**config.mk**
```make
export PLATFORM = sky130hd
export DESIGN_NAME = vga_text_reader
export DESIGN_NICKNAME = d
export VERILOG_FILES = /design/src/rtl/vga_text_reader.sv
export SDC_FILE = /design/constraint.sdc
export NUM_CORES = 1
export LEC_CHECK = 0
export CORE_AREA = 3 3 100 78
export DETAILED_ROUTE_END_ITERATION = 12
export DIE_AREA = 0 0 103 81
export GPL_TIMING_DRIVEN = 0
export PLACE_DENSITY = 0.75
export SYNTH_ARGS = -nofsm -noshare
export SYNTH_HDL_FRONTEND = slang
export SYNTH_SLANG_ARGS = --single-unit
export TNS_END_PERCENT = 5
```
**constraint.sdc**
```tcl
create_clock -name clk -period 2.1 [get_ports clk]
set_clock_uncertainty 0.05 [all_clocks]
set_input_delay 0.42 -clock clk [delete_from_list [all_inputs] [get_ports clk]]
set_output_delay 0.42 -clock clk [all_outputs]
set_load 0.1 [all_outputs]
```
**src/rtl/vga_text_reader.sv**
```systemverilog
// 80x30 text-mode VGA scan-out: walks the raster, fetches character codes and glyph rows
// through a three-tick pipeline, and drives aligned rgb/hsync/vsync at half the clk rate.
module vga_text_reader #(
    parameter int         H_VIS = 640,
    parameter int         H_FP  = 16,
    parameter int         H_SW  = 96,
    parameter int         H_BP  = 48,
    parameter int         V_VIS = 480,
    parameter int         V_FP  = 10,
    parameter int         V_SW  = 2,
    parameter int         V_BP  = 33,
    parameter logic [7:0] FG    = 8'hFF,
    parameter logic [7:0] BG    = 8'h00
) (
    input  logic        clk,
    input  logic        reset,
    input  logic [6:0]  vgaData_IN,
    input  logic [7:0]  glyphData_IN,
    output logic [13:0] vgaAddr,
    output logic [10:0] glyphAddr,
    output logic        hsync,
    output logic        vsync,
    output logic [7:0]  rgb,
    output logic        frameStart
);

    localparam int H_TOT    = H_VIS + H_FP + H_SW + H_BP;
    localparam int V_TOT    = V_VIS + V_FP + V_SW + V_BP;
    localparam int HS_FIRST = H_VIS + H_FP;
    localparam int HS_LAST  = H_VIS + H_FP + H_SW - 1;
    localparam int VS_FIRST = V_VIS + V_FP;
    localparam int VS_LAST  = V_VIS + V_FP + V_SW - 1;
    localparam logic [13:0] CELL_COLS = 14'd80;

    logic        tick_q;
    logic        pix_tick;
    logic [9:0]  hcount;
    logic [9:0]  vcount;
    logic        visible;
    logic        hs_raw;
    logic        vs_raw;
    logic [13:0] cell_idx;

    // stage 1 -> 2 side-band
    logic        vis_d1, hs_d1, vs_d1, first_d1;
    logic [3:0]  row_d1;
    logic [2:0]  col_d1;
    // stage 2 -> 3 side-band
    logic        vis_d2, hs_d2, vs_d2, first_d2;
    logic [2:0]  col_d2;
    logic        vis_d3;

    // The tick is high on the first edge after reset release, so pixel (0,0) is processed there.
    assign pix_tick = ~tick_q;

    always_comb begin
        visible  = (int'(hcount) < H_VIS) && (int'(vcount) < V_VIS);
        hs_raw   = !((int'(hcount) >= HS_FIRST) && (int'(hcount) <= HS_LAST));
        vs_raw   = !((int'(vcount) >= VS_FIRST) && (int'(vcount) <= VS_LAST));
        cell_idx = 14'(vcount[9:4]) * CELL_COLS + 14'(hcount[9:3]);
    end

    always_ff @(posedge clk) begin
        if (!reset) begin
            tick_q     <= 1'b0;
            hcount     <= '0;
            vcount     <= '0;
            vgaAddr    <= '0;
            glyphAddr  <= '0;
            rgb        <= 8'h00;
            hsync      <= 1'b1;
            vsync      <= 1'b1;
            frameStart <= 1'b0;
            vis_d1     <= 1'b0;
            hs_d1      <= 1'b1;
            vs_d1      <= 1'b1;
            first_d1   <= 1'b0;
            row_d1     <= '0;
            col_d1     <= '0;
            vis_d2     <= 1'b0;
            hs_d2      <= 1'b1;
            vs_d2      <= 1'b1;
            first_d2   <= 1'b0;
            col_d2     <= '0;
            vis_d3     <= 1'b0;
        end else begin
            tick_q     <= ~tick_q;
            frameStart <= 1'b0;
            if (pix_tick) begin
                if (hcount == 10'(H_TOT - 1)) begin
                    hcount <= '0;
                    vcount <= (vcount == 10'(V_TOT - 1)) ? '0 : vcount + 10'd1;
                end else begin
                    hcount <= hcount + 10'd1;
                end

                // stage 1: address VGA memory; hold the last address through blanking
                if (visible)
                    vgaAddr <= cell_idx;
                vis_d1   <= visible;
                hs_d1    <= hs_raw;
                vs_d1    <= vs_raw;
                first_d1 <= (hcount == '0) && (vcount == '0);
                row_d1   <= vcount[3:0];
                col_d1   <= hcount[2:0];

                // stage 2: character code arrives, address the glyph ROM
                glyphAddr <= {vgaData_IN, row_d1};
                vis_d2    <= vis_d1;
                hs_d2     <= hs_d1;
                vs_d2     <= vs_d1;
                first_d2  <= first_d1;
                col_d2    <= col_d1;

                // stage 3: glyph row arrives, pick the pixel bit
                if (vis_d2)
                    rgb <= glyphData_IN[3'd7 - col_d2] ? FG : BG;
                else
                    rgb <= 8'h00;
                hsync      <= hs_d2;
                vsync      <= vs_d2;
                vis_d3     <= vis_d2;
                frameStart <= first_d2;
            end
        end
    end

    a_blank_black : assert property (@(posedge clk) vis_d3 || (rgb == 8'h00));
    a_addr_range  : assert property (@(posedge clk) vgaAddr <= 14'd2399);

endmodule

```
==> metrics, run 1 <==
status=complete, but fails checks; failing checks=negative setup slack; Pleak=1.77 nW; CTS Hold Buffers Added=0; via count=2,545; vias in the first global route=2,589; vias per inst=5.10; layout cells sized above 1=0.164; Mapped Nets=382; Power Density=683 nW/µm²; Routed WL=7.01 mm; Clock power frac=0.411; Worst Hold Launch=vgaAddr[8]$_SDFFE_PN0P_; total power draw=2.85 mW; Switching Fraction=0.263; final core occ=0.610; clk root buf=clkbuf_8; largest net degree at the start of global routing=13; Post-synth ARST share=0; Crit path buffers/inverters=1; Die Span X=103 µm; CP max FO=8; Seq/Total Area, Yosys=0.412; clk sink count=68; Total Nets Final=444; WP data required=2.29 ns; port bufs=51; critical path, cell by cell=ha_4 > ha_4 > inv_2 > fa_1 > and3b_1 > a32oi_2 > xnor2_1 > nand2_1 > o211a_1; Worst-path clk slew=0.07 ns; most frequent cells in the layout=59 x dfxtp_1, 36 x nand2_1, 32 x nor2b_1, 28 x dlygate4sd2_1, 27 x mux2i_1; Reg power frac=0.470; RePlAce Congestion=0.871; H-tree levels=3; DPL Wire Length=5.16 mm; full die area=8340 µm²; clock buffer depth=2; maximum VDD drop=0.402 mV; area delta synth->final=26.2%; Crit path top cell by count=ha_4; row count=26; CP peak stage delay=0.54 ns; n_diodes=0; TritonCTS Buffers=9; post-synthesis register bit count=68; Post-synth EDFFs=0; critical path capture point type=register; Gate Count Post-Synth=348; worst path arrival time=2.47 ns; Finished Cell Area=4170 µm²; Internal=2.10 mW; Hold Crit Class=register to register; Fin. Hold Viols=0; DP Area=3970 µm²; antenna viol nets, final=0; total grt overflow=0; CP max-delay cell=fa_1; initial DRC count=92; fin. max-slew vios=0; post-layout min period=2.28 ns; I/O pin cnt=53; global-route usage over all layers=0.182; NetSw=0.750 mW; WL/cell=14.1 µm; final worst slack=-0.178 ns; FF-to-FF Start=vcount[5]$_SDFFE_PN0P_; die height=81 µm; top cell family by delay on the critical path=adder cells; setup repair bufs after CTS=0; Relative slew margins=0.359; Synth Cell Area=3300 µm²; CTS tree=done; slew at the pin with the worst max-slew slack=0.965 ns; Crit Path Class=register to register; Finish-stage setup viols=3; crit share post-route=1.08; syn_area_per_cell=9.50 µm²; first-pass GRT wire length=12.0 mm; Top FF cell, synth=dfxtp_1; synth unique cells=45; Startpoint Class=register; drc violations=0; initial antenna violation count=0; Core Region=6830 µm²; Worst-Skew Late Latency=0.34 ns; RSZ-0062 raised after global routing=true; Yosys warning count=0; combinational share of power=0.119; initial cell density of the core=0.484; max frequency=439 MHz; Detailed Routing Iterations Pass 1=4; CP startpoint=vcount[5]$_SDFFE_PN0P_; Max-Cap Viols=0; most common cell after layout, fill and taps aside=dfxtp_1
==> synth_stat cells (3+ instances only) <==
master,number,share of area
a21boi_0,13,0.030
a21oi_1,10,0.015
and2_1,4,0.0076
and3_1,7,0.013
buf_2,6,0.0091
buf_4,7,0.016
clkbuf_1,10,0.011
dfxtp_1,68,0.41
ha_1,15,0.057
inv_1,12,0.014
mux2i_1,27,0.082
nand2_1,36,0.041
nand2b_1,3,0.0057
nand3_1,9,0.014
nand4_1,5,0.0095
nor2_1,17,0.019
nor2b_1,32,0.061
nor3_1,4,0.0061
nor4_1,3,0.0057
o21ai_0,6,0.0091
xnor2_1,13,0.034
xor2_1,11,0.029
==> metrics by stage <==
stage	hold WS, ns	cells	setup slack [ns]	TNS (ns)
finish	0.410	499	-0.178	-0.389
global route	0.451	499	-0.275	-0.814
CTS	0.415	499	-0.164	-0.374
detailed placement	0.398	483	-0.287	-1.65
global placement	0.399	483	-0.259	-1.31
floorplan	0.380	348	-0.0848	-0.122
==> power by group through the flow <==
| stage | combinational [mW] | clock, mW | sequential (mW) |
|---|---|---|---|
| after detailed placement | 0.348 | 0 | 1.37 |
| after global placement | 0.345 | 0 | 1.37 |
| after floorplan | 0.155 | 0 | 1.47 |
| after global routing | 0.362 | 1.25 | 1.34 |
| final | 0.338 | 1.17 | 1.34 |
| after CTS | 0.340 | 1.19 | 1.34 |
==> final cells by class <==
cell class / count / area [µm²]
Buffer: 26 / 140
Clock buffer: 9 / 124
Clock inverter: 7 / 90.1
Fill cell: 602 / 2660
Inverter: 12 / 45.0
Multi-Input combinational cell: 242 / 1820
Sequential cell: 68 / 1380
Tap cell: 84 / 105
Timing Repair Buffer: 51 / 463
==> worst reg2reg max path, stage by stage, from the launching register on <==
cell,delay (ns)
dfxtp_4,0.39
ha_4,0.28
ha_4,0.12
inv_2,0.03
fa_1,0.54
and3b_1,0.21
a32oi_2,0.22
xnor2_1,0.15
nand2_1,0.07
o211a_1,0.12
==> kinds of logic (layout without fill, tap and decap cells) <==
group,count (synthesis),after routing,synth area share
compound gates,36,36,0.0738
xor+xnor,24,24,0.0636
fa+ha+maj,17,17,0.0689
buf+inv,38,105,0.0560
flops,68,68,0.412
mux,29,29,0.0954
simple gates,136,136,0.230
==> registers in the layout, indices dropped and copies added (netlist names), 3 cells and up <==
name       count
vgaAddr       14
glyphAddr     11
hcount        10
vcount        10
row_d1         4
col_d1         3
col_d2         3
==> repair_timing <==
item | 4_1_cts | 5_1_grt
endpoints found under the hold margin | 0 | 0
setup endpoints to repair | 41 | 15
pin swaps | 5 | 3
gates resized for setup | 53 | 7
==> path summary, 6_finish.rpt <==
check	cells past startpoint	slack (ns)	to
max	9	-0.18	vgaAddr[9]$_SDFFE_PN0P_
min	2	0.41	vgaAddr[8]$_SDFFE_PN0P_
max reg2reg	9	-0.18	vgaAddr[9]$_SDFFE_PN0P_
min reg2reg	2	0.41	vgaAddr[8]$_SDFFE_PN0P_
==> per-layer routing <==
layer / part of all wire / vias to the layer above / GRT usage
li1: - / 1294 / -
met1: 0.50 / 1189 / 0.244
met2: 0.45 / 50 / 0.287
met3: 0.045 / 12 / 0.0549
met4: 0.012 / 0 / 0.0466
met5: 0 / - / 0
Power figures use the tool's default switching activity.
==> run 2, diff against run 1 <==
- CORE_AREA: 3 3 100 78 -> 3 3 67 116
- DIE_AREA: 0 0 103 81 -> 0 0 70 119
- PLACE_DENSITY: 0.75 -> 0.74
==> run 2 against run 1 <==
The flow still finishes with violations (negative setup slack); register-to-register slack about the same; count of clock-buffer cells in the layout up 4; setup slack better by 0.0020 ns; design area up 2.0%; sequential share of layout area down 0.60 points; combinational power about the same; via count up 2.8%; hold slack worse by 0.0077 ns; highest routed layer unchanged.
==> metrics, run 2 (synthesized netlist as in run 1, its figures left out) <==
post-layout min period=2.28 ns (-0.00196 ns); max FFs per register=14 (unchanged); WHS Endpoint=vgaAddr[12]$_SDFFE_PN0P_; Inst Count DP=483 (unchanged); footprint of the multi-input gates=1830 µm² (+0.21%); clk root buf=clkbuf_16; Core Region=6910 µm² (+1.1%); Max-Cap Viols=0 (unchanged); Relative slew margins=0.354 (-0.00560); CP max-delay cell=fa_2; pre-CTS setup slack=-0.304 ns (-0.0176 ns); Die Span X=70 µm (-32%); total grt overflow=0 (unchanged); CP max FO=5 (-3); vias in the first global route=2,680 (+3.5%); CP peak stage delay=0.57 ns (+0.03 ns); drc violations=0 (unchanged); via count=2,617 (+2.8%); slew at the pin with the worst max-slew slack=0.973 ns (+0.00843 ns); Top reg by flops=vgaAddr; initial cell density of the core=0.478 (-0.00526); full die area=8330 µm² (-0.16%); maximum VDD drop=0.415 mV (+3.2%); failing checks=negative setup slack; most common cell after layout, fill and taps aside=dfxtp_1; Routed WL=7.34 mm (+4.7%); TritonCTS Buffers=9 (unchanged); Power Density=714 nW/µm² (+4.5%); initial DRC count=81 (-12%); RePlAce Congestion=0.822 (-5.7%); Worst-Skew Late Latency=0.33 ns (about the same); Worst-path clk slew=0.05 ns (-0.02 ns); hold depth=2 (unchanged); worst path arrival time=2.44 ns (-0.03 ns); row count=40 (+54%); antenna viol nets, final=0 (unchanged); clock buffer depth=2 (unchanged); FF-to-FF Start=vcount[7]$_SDFFE_PN0P_; setup TNS=-0.363 ns (+0.0260 ns); FF-to-FF setup slack=-0.18 ns (about the same); DP Area=3970 µm² (unchanged); global-route usage over all layers=0.183 (+0.000676); crit share post-route=1.08 (about the same); WL/cell=14.7 µm (+4.2%); max frequency=439 MHz (about the same); Reg-to-Reg End=vgaAddr[9]$_SDFFE_PN0P_; n_diodes=0 (unchanged); status=complete, but fails checks; area delta synth->final=28.7%; largest net degree at the start of global routing=11 (-2); Finished Cell Area=4250 µm² (+2.0%); Fin. Hold Viols=0 (unchanged); FF-to-FF path depth=9 (unchanged); Seq. cell area=1380 µm² (+0.18%); port bufs=51 (unchanged); Post-Layout Cell Count=501 (+0.40%); CTS tree=done; Total Nets Final=447 (+0.68%); Detailed Routing Iterations Pass 1=4 (unchanged); I/O pin cnt=53 (unchanged); final core occ=0.616 (+0.00569); Worst path depth=9 (unchanged); RSZ-0062 raised after global routing=true; Regs by FF count=vgaAddr: 14 flops, glyphAddr: 11 flops; Startpoint Class=register; die height=119 µm (+47%); most frequent cells in the layout=59 x dfxtp_1, 36 x nand2_1, 32 x nor2b_1, 28 x dlygate4sd2_1, 27 x mux2i_1; DPL Wire Length=5.35 mm (+3.7%); first-pass GRT wire length=12.2 mm (+1.6%); Pleak=1.81 nW (+2.1%); Finish-stage setup viols=3 (unchanged); WP data required=2.26 ns (-0.03 ns); critical path, cell by cell=ha_4 > ha_4 > inv_2 > fa_2 > and3b_1 > a32oi_2 > xnor2_1 > nand2_1 > o211a_1; vias per inst=5.22 (+2.4%); Crit path buffers/inverters=1 (unchanged); Filler cells=615 (+2.2%); Hold Crit Class=register to register; clk sink count=68 (unchanged); Worst Hold Launch=vgaAddr[12]$_SDFFE_PN0P_; final worst slack=-0.176 ns (+0.00196 ns); fin. max-slew vios=0 (unchanged); Crit Path Class=register to register; initial antenna violation count=0 (unchanged); critical path capture point type=register; Crit path top cell by count=ha_4; top cell family by delay on the critical path=adder cells; H-tree levels=3 (unchanged); layout cells sized above 1=0.168 (+0.00401)
run 2: changes by cell type in the layout (fill, tap and decap cells not counted), sizes merged:
cell,delta
clkbuf,+4
inv,-1
bufinv,-2
buf,+3
clkinv,-2
run 2: tightest hold or removal path, delay by kind of cell (launching register included):
| family | cells | cell delay, ns |
|---|---|---|
| flip-flops | 1 | 0.30 |
| AO/OA/AOI/OAI | 1 | 0.05 |
| AND/OR/NAND/NOR | 1 | 0.05 |
run 2: per-stage QoR:
stage	power [mW]	hold slack (ns)
6_report	3.04	0.403
4_1_cts	3.07	0.408
3_5_place_dp	1.72	0.404
3_3_place_gp	1.72	0.401
5_1_grt	3.14	0.428
2_1_floorplan	1.62	0.380
run 2: what timing repair did:
action | in CTS | in global routing
buffers inserted | 2 | 1
pin swaps | 5 | 6
endpoints found under the setup margin | 41 | 18
resized for setup | 49 | 15
hold buffers | 0 | 0
run 2: worst max path at each step:
stage	endpoint	startpoint	slack, ns
finish	vgaAddr[9]$_SDFFE_PN0P_	vcount[7]$_SDFFE_PN0P_	-0.18
CTS	vgaAddr[9]$_SDFFE_PN0P_	vcount[7]$_SDFFE_PN0P_	-0.18
floorplan	vgaAddr[11]$_SDFFE_PN0P_	vcount[5]$_SDFFE_PN0P_	-0.08
global placement	vgaAddr[11]$_SDFFE_PN0P_	vcount[6]$_SDFFE_PN0P_	-0.26
detailed placement	vgaAddr[11]$_SDFFE_PN0P_	vcount[6]$_SDFFE_PN0P_	-0.30
global route	vgaAddr[9]$_SDFFE_PN0P_	vcount[7]$_SDFFE_PN0P_	-0.24
run 2: cell type report:
type,count,share of cell area
multi-input combinational,242,0.430
buffer,26,0.0329
inverter,12,0.0106
tap,84,0.0247
sequential,68,0.324
timing repair buffer,54,0.114
clock inverter,2,0.00235
clock buffer,13,0.0612
run 2: per-layer routing:
| layer | track usage | wire (µm) |
|---|---|---|
| met5 | 0 | 0 |
| met3 | 0.0465 | 289 |
| met4 | 0.0815 | 190 |
| met1 | 0.175 | 2730 |
| met2 | 0.353 | 4130 |
run 2: power breakdown:
group | switching, mW | total, mW | internal [mW] | leakage (nW)
logic | 0.225 | 0.340 | 0.115 | 1.12
clock network | 0.505 | 1.36 | 0.852 | 0.135
registers | 0.0200 | 1.34 | 1.32 | 0.557
==> run 3, diff against run 2 <==
- CORE_AREA: 3 3 67 116 -> 2 2 66 115
- DIE_AREA: 0 0 70 119 -> 0 0 68 117
==> run 3 against run 2 <==
The run still ends with negative setup slack left; utilization shrank 1.7 points; count of clock-buffer cells in the layout shrank 3; non-clock buffer count shrank 2; critical path depth is the same; combinational power is essentially flat; die area shrank 4.5%; hold slack gained 0.0056 ns; highest routed layer unchanged.
==> metrics, run 3 (synthesized netlist as in run 1, its figures left out) <==
status=complete, but fails checks; failing checks=negative setup slack; I/O pin cnt=53 (unchanged); worst path arrival time=2.44 ns (about the same); full die area=7960 µm² (-4.5%); RePlAce Congestion=0.830 (+0.96%); layout cells sized above 1=0.149 (-0.0185); CP peak stage delay=0.52 ns (-0.05 ns); initial antenna violation count=0 (unchanged); area delta synth->final=28.3%; Post-Layout Cell Count=501 (unchanged); TritonCTS Buffers=9 (unchanged); most common cell after layout, fill and taps aside=dfxtp_1; critical path, cell by cell=ha_4 > ha_4 > inv_2 > fa_1 > and3b_1 > a32oi_2 > xnor2_1 > nand2_1 > o211a_1; initial DRC count=100 (+23%); Total Nets Final=445 (-0.45%); largest net degree at the start of global routing=12 (+1); drc violations=0 (unchanged); Crit path buffers/inverters=1 (unchanged); Regs by FF count=vgaAddr: 14 flops, glyphAddr: 11 flops; WP data required=2.27 ns (about the same); CTS Hold Buffers Added=0 (unchanged); Startpoint Class=register; most frequent cells in the layout=63 x dfxtp_1, 36 x nand2_1, 32 x nor2b_1, 28 x dlygate4sd2_1, 27 x mux2i_1; post-layout min period=2.27 ns (-0.00714 ns); n_diodes=0 (unchanged); gr busiest metal=met2; Detailed Routing Iterations Pass 1=5 (+1); Reg power frac=0.427 (-0.014); Relative slew margins=0.353 (-0.000486); Fin. Hold Viols=0 (unchanged); clk sink count=68 (unchanged); maximum VDD drop=0.392 mV (-5.4%); Hold Crit Class=register to register; global-route usage over all layers=0.198 (+0.0149); die height=117 µm (-1.7%); met2 Resource Use GR=0.362 (+0.00938); crit share post-route=1.08 (-0.00340); Max-Cap Viols=0 (unchanged); NetSw=0.772 mW (+3.0%); Pleak=1.81 nW (+0.12%); CP max FO=8 (+3); met1 usage=0.200 (+0.0245); vias in the first global route=2,544 (-5.1%); Die Span X=68 µm (-2.9%); Routed WL=7.10 mm (-3.3%); port bufs=51 (unchanged); Switching Fraction=0.246 (-0.00124); M3 GR Usage=0.0459 (-0.000564); clock buffer depth=2 (unchanged); Clock power frac=0.466 (+0.019); total power draw=3.14 mW (+3.5%); Internal=2.37 mW (+3.7%); WL/cell=14.2 µm (-3.3%); clk root buf=clkbuf_16; final worst slack=-0.169 ns (+0.00714 ns); Crit Path Class=register to register; Worst-path clk slew=0.05 ns (about the same); CTS tree=done; slew at the pin with the worst max-slew slack=0.974 ns (+0.000732 ns); row count=41 (+2.5%); first-pass GRT wire length=11.6 mm (-5.3%); critical path capture point type=register; RSZ-0062 raised after global routing=true; Top reg by flops=vgaAddr; Power Density=742 nW/µm² (+3.9%); CP max-delay cell=fa_1; DPL Wire Length=5.31 mm (-0.74%); initial cell density of the core=0.467 (-0.0117); antenna viol nets, final=0 (unchanged); Fin Hold WS=0.408 ns (+0.00565 ns); Core Region=7080 µm² (+2.5%); fin. max-slew vios=0 (unchanged); top cell family by delay on the critical path=adder cells; Crit path top cell by count=ha_4; max FFs per register=14 (unchanged); Worst-Skew Late Latency=0.33 ns (about the same); Inst Count DP=485 (+0.41%); H-tree levels=3 (unchanged); combinational share of power=0.107 (-0.005); Finish-stage setup viols=9 (+6); FF-to-FF setup slack=-0.17 ns (about the same); max frequency=441 MHz (+0.31%); via count=2,606 (-0.42%); total grt overflow=0 (unchanged); vias per inst=5.20 (-0.42%)
run 3: cell count changes in the layout (fill, tap and decap cells not counted), sizes merged:
cell	change
buf	-2
bufinv	+1
clkinv	+1
inv	+1
clkbuf	-3
run 3: tightest hold or removal path, delay by kind of cell (launching register included):
family          cells  cell delay [ns]
simple gates        1             0.05
flops               1             0.31
compound gates      1             0.05
run 3: timing repair:
| action | CTS | global route |
|---|---|---|
| endpoints found under the setup margin | 40 | 15 |
| setup buffers | 1 | 0 |
| pin swaps | 6 | 0 |
| resized for setup | 50 | 4 |
run 3: layer usage:
layer	part of all wire	vias up
li1	-	1297
met1	0.37	1236
met2	0.56	58
met5	0	-
met4	0.028	0
met3	0.040	15
run 3: cell type report:
type                       instances  area (µm²)
inverter                          12        45.0
clock inverter                     5        51.3
timing repair buffer              52         470
buffer                            26         140
tap                               86         108
fill                             641        2840
sequential                        68        1370
multi-input combinational        242        1810
clock buffer                      10         239
run 3: final timing paths:
path / startpoint / endpoint / cells past startpoint
hold / removal: vgaAddr[12]$_SDFFE_PN0P_ / vgaAddr[12]$_SDFFE_PN0P_ / 2
setup reg to reg: vcount[5]$_SDFFE_PN0P_ / vgaAddr[9]$_SDFFE_PN0P_ / 9
setup / recovery: vcount[5]$_SDFFE_PN0P_ / vgaAddr[9]$_SDFFE_PN0P_ / 9
hold reg to reg: vgaAddr[12]$_SDFFE_PN0P_ / vgaAddr[12]$_SDFFE_PN0P_ / 2
run 3: stage by stage:
| step | setup WS (ns) | TNS [ns] | area [µm²] | utilization |
|---|---|---|---|---|
| 2_1_floorplan | -0.0848 | -0.122 | 3350 | - |
| 3_3_place_gp | -0.262 | -1.22 | 3970 | 0.560 |
| 3_5_place_dp | -0.313 | -1.51 | 3970 | 0.560 |
| 4_1_cts | -0.160 | -0.355 | 4230 | 0.597 |
| 5_1_grt | -0.263 | -1.55 | 4240 | 0.599 |
| 6_report | -0.169 | -0.427 | 4240 | 0.599 |
run 3: power groups by stage:
stage	Sequential [mW]	Clock [mW]	Combinational (mW)
6_report	1.34	1.47	0.338
3_5_place_dp	1.37	0	0.352
5_1_grt	1.34	1.57	0.362
3_3_place_gp	1.37	0	0.347
4_1_cts	1.34	1.51	0.343
2_1_floorplan	1.47	0	0.155
